[config.mk]
export PLATFORM = sky130hd
export DESIGN_NAME = inst_queue
export DESIGN_NICKNAME = d
export VERILOG_FILES = /design/src/rtl/inst_queue.sv
export SDC_FILE = /design/constraint.sdc
export NUM_CORES = 1
export LEC_CHECK = 0
export ABC_CLOCK_PERIOD_IN_PS = 5100
export CAP_MARGIN = 20
export CORE_UTILIZATION = 31
export CTS_BUF_LIST = sky130_fd_sc_hd__clkbuf_16
export DETAILED_ROUTE_END_ITERATION = 16
export PLACE_DENSITY = 0.54
export REMOVE_ABC_BUFFERS = 1
export SLEW_MARGIN = 40
export SYNTH_ARGS = -nofsm -noshare
export SYNTH_HDL_FRONTEND = slang
export SYNTH_SLANG_ARGS = --single-unit
[constraint.sdc]
create_clock -name CLK -period 5.1 [get_ports CLK]
set_input_delay 0.765 -clock CLK [delete_from_list [all_inputs] [get_ports CLK]]
set_output_delay 0.765 -clock CLK [all_outputs]
set_load 0.03 [all_outputs]
[src/rtl/inst_queue.sv]
// Instruction FIFO between fetch and decode with registered full back-pressure and flush.
// Optional `IQ_BYPASS_EN: an empty queue forwards in_* to out_* combinationally.
module inst_queue #(
  parameter int INST_MEM_WIDTH = 15,
  parameter int DEPTH_LOG2     = 2
) (
  input  logic                      CLK,
  input  logic                      reset,
  input  logic                      in_valid,
  input  logic [31:0]               in_inst,
  input  logic [INST_MEM_WIDTH-1:0] in_pc,
  input  logic [INST_MEM_WIDTH-1:0] in_pc1,
  output logic                      full,
  output logic                      out_valid,
  output logic [31:0]               out_inst,
  output logic [INST_MEM_WIDTH-1:0] out_pc,
  output logic [INST_MEM_WIDTH-1:0] out_pc1,
  input  logic                      out_ready,
  input  logic                      flush,
  output logic [DEPTH_LOG2:0]       count
);

  localparam int DEPTH = 1 << DEPTH_LOG2;
  localparam int CW    = DEPTH_LOG2 + 1;
  localparam logic [CW-1:0]         DEPTH_C = CW'(DEPTH);
  localparam logic [CW-1:0]         CNT_ONE = CW'(1);
  localparam logic [DEPTH_LOG2-1:0] PTR_ONE = DEPTH_LOG2'(1);

  typedef struct packed {
    logic [31:0]               inst;
    logic [INST_MEM_WIDTH-1:0] pc;
    logic [INST_MEM_WIDTH-1:0] pc1;
  } entry_t;

  entry_t                  mem_q [DEPTH];
  entry_t                  head_q, head_d, in_ent;
  logic [DEPTH_LOG2-1:0]   wr_ptr_q, wr_ptr_d, rd_ptr_q, rd_ptr_d;
  logic [CW-1:0]           count_q, count_d;
  logic                    full_q, full_d;
  logic                    out_valid_q, out_valid_d;
  logic                    overflow_q, overflow_d;
  logic                    pop, push_req, push_wr, room, bypass_take;

  always_comb begin
    in_ent   = {in_inst, in_pc, in_pc1};
    pop      = out_valid_q && out_ready && !flush;
    push_req = in_valid && !flush;
`ifdef IQ_BYPASS_EN
    bypass_take = push_req && (count_q == '0) && out_ready;
`else
    bypass_take = 1'b0;
`endif
    // At full, a simultaneous pop frees the slot the new word lands in.
    room       = (count_q != DEPTH_C) || pop;
    push_wr    = push_req && room && !bypass_take;
    overflow_d = overflow_q | (push_req && !room);

    wr_ptr_d = wr_ptr_q;
    rd_ptr_d = rd_ptr_q;
    count_d  = count_q;
    if (flush) begin
      wr_ptr_d = '0;
      rd_ptr_d = '0;
      count_d  = '0;
    end else begin
      if (push_wr) wr_ptr_d = wr_ptr_q + PTR_ONE;
      if (pop)     rd_ptr_d = rd_ptr_q + PTR_ONE;
      case ({push_wr, pop})
        2'b10:   count_d = count_q + CNT_ONE;
        2'b01:   count_d = count_q - CNT_ONE;
        default: count_d = count_q;
      endcase
    end

    full_d      = (count_d >= DEPTH_C - CNT_ONE);
    out_valid_d = (count_d != '0);

    // Next head may be the slot written this very cycle, so forward it from in_*.
    head_d = head_q;
    if (count_d != '0) begin
      if (push_wr && (wr_ptr_q == rd_ptr_d)) head_d = in_ent;
      else                                   head_d = mem_q[rd_ptr_d];
    end
  end

  always_ff @(posedge CLK) begin
    if (reset) begin
      wr_ptr_q    <= '0;
      rd_ptr_q    <= '0;
      count_q     <= '0;
      full_q      <= 1'b0;
      out_valid_q <= 1'b0;
      overflow_q  <= 1'b0;
      head_q      <= '0;
    end else begin
      wr_ptr_q    <= wr_ptr_d;
      rd_ptr_q    <= rd_ptr_d;
      count_q     <= count_d;
      full_q      <= full_d;
      out_valid_q <= out_valid_d;
      overflow_q  <= overflow_d;
      head_q      <= head_d;
    end
  end

  always_ff @(posedge CLK) begin
    if (!reset && push_wr) mem_q[wr_ptr_q] <= in_ent;
  end

  assign full  = full_q;
  assign count = count_q;

`ifdef IQ_BYPASS_EN
  logic bypass;
  assign bypass    = push_req && (count_q == '0);
  assign out_valid = out_valid_q | bypass;
  assign out_inst  = bypass ? in_inst : head_q.inst;
  assign out_pc    = bypass ? in_pc   : head_q.pc;
  assign out_pc1   = bypass ? in_pc1  : head_q.pc1;
`else
  assign out_valid = out_valid_q;
  assign out_inst  = head_q.inst;
  assign out_pc    = head_q.pc;
  assign out_pc1   = head_q.pc1;
`endif

endmodule

# Yosys cells after proc, flatten, opt, wreduce, memory -nomap -nowiden
# Memory sizes are Yosys's and may differ from the RTL's. A register that Yosys moved wholly into a read port is not among the register bits.
# Index checks and enable logic that the tools add are counted.
[word_totals]
regBits = 9
mem_bits_rw = 248
inputBits = 67
out_inout_bits = 67
wordCells = 30
mem_count = 1
[mem_list]
columns = ["name", "words", "word_bits", "rd", "rd_clocked_by_memory_dff", "wr", "line", "text"]
rows = [
  ["mem_q", 4, 62, 1, 1, 1, "35", "entry_t mem_q [DEPTH];"],
]
[op_classes]
n_addsub = 4
order_cmp = 1
n_eq_ne = 3
n_mux = 6
n_reduce_logical = 10
[op_table]
columns = ["op", "count"]
rows = [
  ["3-bit case mux with 2 select lines", 1],
  ["1-bit logical AND", 5],
  ["2-bit by 1-bit adder with 2-bit output, second input constant", 2],
  ["2-bit 2-to-1 mux", 2],
  ["3-bit by 1-bit adder with 3-bit output, second input constant", 1],
  ["3-bit by 2-bit greater-or-equal comparator with 1-bit output, second input constant", 1],
  ["3-bit 2-to-1 mux", 1],
  ["3-bit != test, second input constant", 1],
  ["3-bit nonzero test", 1],
  ["3-bit by 1-bit subtractor with 3-bit output, second input constant", 1],
  ["2-bit by 1-bit == test with 1-bit output, second input constant", 1],
  ["2-bit == test, second input constant", 1],
  ["1-bit zero test", 2],
  ["1-bit 2-to-1 mux", 2],
  ["2-bit OR reduction", 1],
  ["1-bit logical OR", 1],
]

# Depth between registers and ports, before layout
[logic_depth]
depth_word = 8
ltp_mapped = 11
mapped_depth_nobuf = 8

# Worst setup path after synthesis
# Ideal clock, no wire load.
[synth_timing]
kind = "in2reg"
startpoint = "input out_ready"
endpoint = "memory mem_q[0][0] (netlist bit) (enable)"
setup_time_ns = 0.482
arrival_ns = 3.838
t_required_ns = 4.618
setup_slack_ns = 0.780
cell_stages = 4
path_buffers = 1
path_cell_list = "buf_4 -> a21bo_2 -> o2111ai_1 -> nor2_1"
[synth_via]
elab_chain_cells = 7
[synth_lines]
columns = ["element", "line", "text"]
rows = [
  ["from (decl)", "18", "input logic out_ready,"],
  ["1-bit logical AND (2 in a row)", "46", "pop = out_valid_q && out_ready && !flush;"],
  ["1-bit logical OR", "54", "room = (count_q != DEPTH_C) || pop;"],
  ["1-bit logical AND", "55", "push_wr = push_req && room && !bypass_take;"],
  ["1-bit logical AND", "107", "if (!reset && push_wr) mem_q[wr_ptr_q] <= in_ent;"],
  ["1-bit 2-to-1 mux", "107", ""],
  ["1-bit 2-to-1 mux (implied by the code)", "107", ""],
  ["to (decl)", "35", ""],
]
# Every way passes these cells.

# Worst setup path after layout
[layout_timing]
startpoint = "input out_ready"
endpoint = "register, netlist name out_pc[0]"
[layout_via]
elab_chain_cells = 8
elab_cells_between_ends = 11
classes_between = "eq/ne: 2; mux: 4; reduce/logical: 5"
[layout_lines]
columns = ["element", "line", "text"]
rows = [
  ["1-bit logical AND (*) (2 in a row)", "46", ""],
  ["1-bit logical OR", "54", ""],
  ["1-bit logical AND", "55", ""],
  ["2-bit by 1-bit == test with 1-bit output / 2-bit == test (equally long branches)", "68", "case ({push_wr, pop})"],
  ["3-bit case mux with 2 select lines", "68", ""],
  ["3-bit 2-to-1 mux", "61", "if (flush) begin"],
  ["3-bit nonzero test", "80", "if (count_d != '0) begin"],
]
# Mark *: on every way between the ends. The rest lies on a longest branch, timed or not.
# A chain may end at the register's enable or synchronous reset.

==> results.tsv <==
stage	metric	value	unit
yosys	netlist-cell-type-count	45	
clocking	cts_resized	0	
yosys	total_of_flip_flops_plus_latches_after_synthesis	319	
clocking	cts_inserted_buffers	35	
detailed_routing	dr_wl_met3	1620	um
yosys	synthCells	780	
final_layout	share_of_layout_cells_above_drive_strength_1	16.2	%
detailed_routing	remaining_antenna_violation_count_after_routing	0	
setup_path	regToRegEndpoint	out_pc[0]	
setup_path	timing.reg2reg.setup_slack	1.87	ns
final_layout	multi_input_comb_area	3900	um2
floorplanning	io_pins	134	
yosys	yosysSeqAreaShare	68.0	%
yosys	synth-async-reset-ratio	0	%
clocking	cts.sink_count	319	
detailed_routing	detailroute.wirelength.met2	15400	um
floorplanning	die_width	207	um
floorplanning	die_area	42900	um2
detailed_routing	vias_per_cell	5.34	
setup_path	worstSetupEndpointType	flip-flop	
sta	timing.final.max_slew_violations	0	
min_path	min-delay-path-class	primary input to flip-flop	
setup_path	data_arrival_time_at_the_worst_slack_endpoint	4.01	ns
yosys	syn_avg_cell_area	16.7	um2
final_layout	n_antenna_cell	0	
yosys	synth_edf_count	248	
grt	first_global_vias	7905	
grt	grt_first_pass_wirelength	50600	um
pwr	power.ir.vdd_worst	234	uV
detailed_routing	vias	7717	
final_layout	n_fill_cell	3782	
grt	largest_net_degree_at_the_start_of_global_routing	83	
yosys	yosysWarnings	0	
detailed_routing	wl_met1	15400	um
setup_path	setup.worst_path.class	primary input to flip-flop	
clocking	clk_path_buf_depth	3	
final_layout	layout-area-overhead-vs-synth	24.0	%
detailed_routing	drt-initial-drc-count	402	
sta	setup_viol	0	
floorplanning	die_height	207	um
detailed_routing	dr.pass1.iters	4	
setup_path	cp-start-kind	primary input	
sta	fin_worst_skew	0.0174	ns
clocking	clkTransAtPathRegs	0.06	ns
clocking	cts_htree_levels	2	
detailed_routing	totalWireLength	33000	um
final_layout	post-route-cell-area	16200	um2
flow_run	timing.max_cap.violations	0	
sta	fmax	274	MHz
clocking	post-cts-setup-buffers	0	
setup_path	timing.rr.start	out_valid	
sta	hold_viol	0	
detailed_routing	route.top_layer_used	met5	
clocking	cts_hold_repair.buffers	0	
grt	antenna_found_initial	1	
status	run_status	completed	
grt	grt_usage	15.4	%
sta	slew_margin_rel	46.1	%
yosys	synth_top_flop_cell	sky130_fd_sc_hd__edfxtp_1	
placement	place_hpwl	17200	um
sta	tightest_slew	0.809	ns
detailed_routing	wl_per_cell	22.8	um
clocking	clock_insertion_delay_worst_skew	0.52	ns
final_layout	share_of_the_core_filled_with_cells	39.3	%
placement	port_buffers	133	
final_layout	numnets_final	959	
placement	placement.cell_area	15000	um2
detailed_routing	drc	0	
setup_path	cp_data_required_time	5.45	ns
min_path	worst_hold_startpoint	reset	
sta	rsz0062_at_grt	false	
placement	gp_routability_congestion	0.700	
floorplanning	initial_utilization	31.7	%
setup_path	critical_path.max_fanout	63	
setup_path	timing.reg2reg.worst_path_depth	9	
floorplanning	core_area	41200	um2
yosys	synth.cell_area	13100	um2
min_path	hold_path_depth	2	
sta	hold-worst-slack	0.499	ns
sta	finalWorstPathRequiredPeriod	3.65	ns
pwr	leakagePower	0.00509	uW
clocking	cts-root-buf	sky130_fd_sc_hd__clkbuf_16	
clocking	cts_tree	yes	
min_path	hold_path_end	out_inst[26]	
grt	grt.overflow.total	0	
pwr	power_per_cell_area	383	nW/um2
sta	layout_worst_path_cycle_share	71.6	%
floorplanning	total_number_of_placement_rows	74	
final_layout	seq_area	8870	um2
-- cells in the mapped netlist (3+ instances only) --
cell	number	area (um2)
sky130_fd_sc_hd__ha_1	4	50.1
sky130_fd_sc_hd__clkbuf_1	64	240
sky130_fd_sc_hd__edfxtp_1	248	7450
sky130_fd_sc_hd__nand2b_1	3	18.8
sky130_fd_sc_hd__a311oi_1	63	552
sky130_fd_sc_hd__o21ai_0	64	320
sky130_fd_sc_hd__nor2_1	8	30.0
sky130_fd_sc_hd__and2_1	3	18.8
sky130_fd_sc_hd__mux4_2	62	1400
sky130_fd_sc_hd__buf_2	9	45.0
sky130_fd_sc_hd__dfxtp_1	71	1420
sky130_fd_sc_hd__inv_1	9	33.8
sky130_fd_sc_hd__a2111oi_0	62	543
sky130_fd_sc_hd__clkbuf_2	3	15.0
sky130_fd_sc_hd__buf_4	5	37.5
sky130_fd_sc_hd__nor3_1	3	15.0
sky130_fd_sc_hd__or3b_1	63	552
-- worst max path at each step --
stage,start,slack [ns],endpoint,cells after the start
detailed placement,out_ready,0.99,out_pc[0],10
CTS,out_ready,1.52,out_pc[0],10
finish,out_ready,1.45,out_pc[0],10
global placement,out_ready,1.03,out_pc[1],10
global route,out_ready,1.24,out_inst[28],10
floorplan,flush,-0.59,out_inst[0],5
-- through the flow --
| step | worst slack (ns) | std cells | setup TNS [ns] | power [uW] |
|---|---|---|---|---|
| after floorplan | -0.591 | 697 | -36.99 | 3350 |
| after global placement | 1.03 | 1382 | 0 | 3700 |
| after detailed placement | 0.987 | 1382 | 0 | 3710 |
| after CTS | 1.52 | 1444 | 0 | 6270 |
| after global routing | 1.24 | 1444 | 0 | 6410 |
| final | 1.45 | 1444 | 0 | 6190 |
-- final cells by class --
class / count / area share (%)
inverter: 9 / 0.209
timing repair buffer: 153 / 9.65
tap: 532 / 4.11
multi-input combinational: 369 / 24.1
sequential: 319 / 54.8
clock buffer: 37 / 5.72
clock inverter: 25 / 1.43
-- worst max-delay path: stages --
cell and delay (ns):
sky130_fd_sc_hd__clkdlybuf4s50_1 0.54, sky130_fd_sc_hd__nand2_1 0.38, sky130_fd_sc_hd__nor3_1 0.11, sky130_fd_sc_hd__fa_1 0.45, sky130_fd_sc_hd__or3b_1 0.36, sky130_fd_sc_hd__a21oi_1 0.25
sky130_fd_sc_hd__a211oi_4 0.06, sky130_fd_sc_hd__buf_4 0.40, sky130_fd_sc_hd__a2111oi_0 0.55, sky130_fd_sc_hd__a311oi_1 0.12
-- cells by family (layout without fill, tap and decap cells) --
group	after synthesis	in the layout	share of synthesized area, %
DFF	319	319	68.0
AOI/OAI and AO/OA	206	206	11.9
and+or+nand+nor	92	92	5.53
buffers and inverters	92	224	2.96
muxes	64	64	10.9
adders and majority gates	5	5	0.537
xor gates and xnor gates	2	2	0.134
-- where the power goes --
group	switching [uW]	internal, uW
combinational	412	291
sequential	52.9	2890
clock	989	1560
-- metal layers --
layer,up-vias,track usage (%)
met4,2,3.81
li1,3518,-
met1,3966,21.5
met5,-,0
met2,189,24.8
met3,42,2.82
-- registers in the layout, indices dropped and copies added (netlist names) --
signal     flops
mem_q        248
out_inst      32
out_pc1       15
out_pc        15
count          3
rd_ptr_q       2
wr_ptr_q       2
full           1
out_valid      1
-- placed cells by master, fill, tap and decap left out, drive strengths merged, types with 3 or more instances in the layout --
master / instances
a2111oi: 62
a211oi: 3
a21oi: 3
a311oi: 63
and2: 3
buf: 21
bufinv: 5
clkbuf: 37
clkdlybuf4s50: 132
clkinv: 11
dfxtp: 71
edfxtp: 248
ha: 4
inv: 18
mux4: 62
nand2b: 3
nor2: 8
nor3: 3
o21ai: 65
or3b: 63
Note: power is estimated with default switching activity, not from simulation.
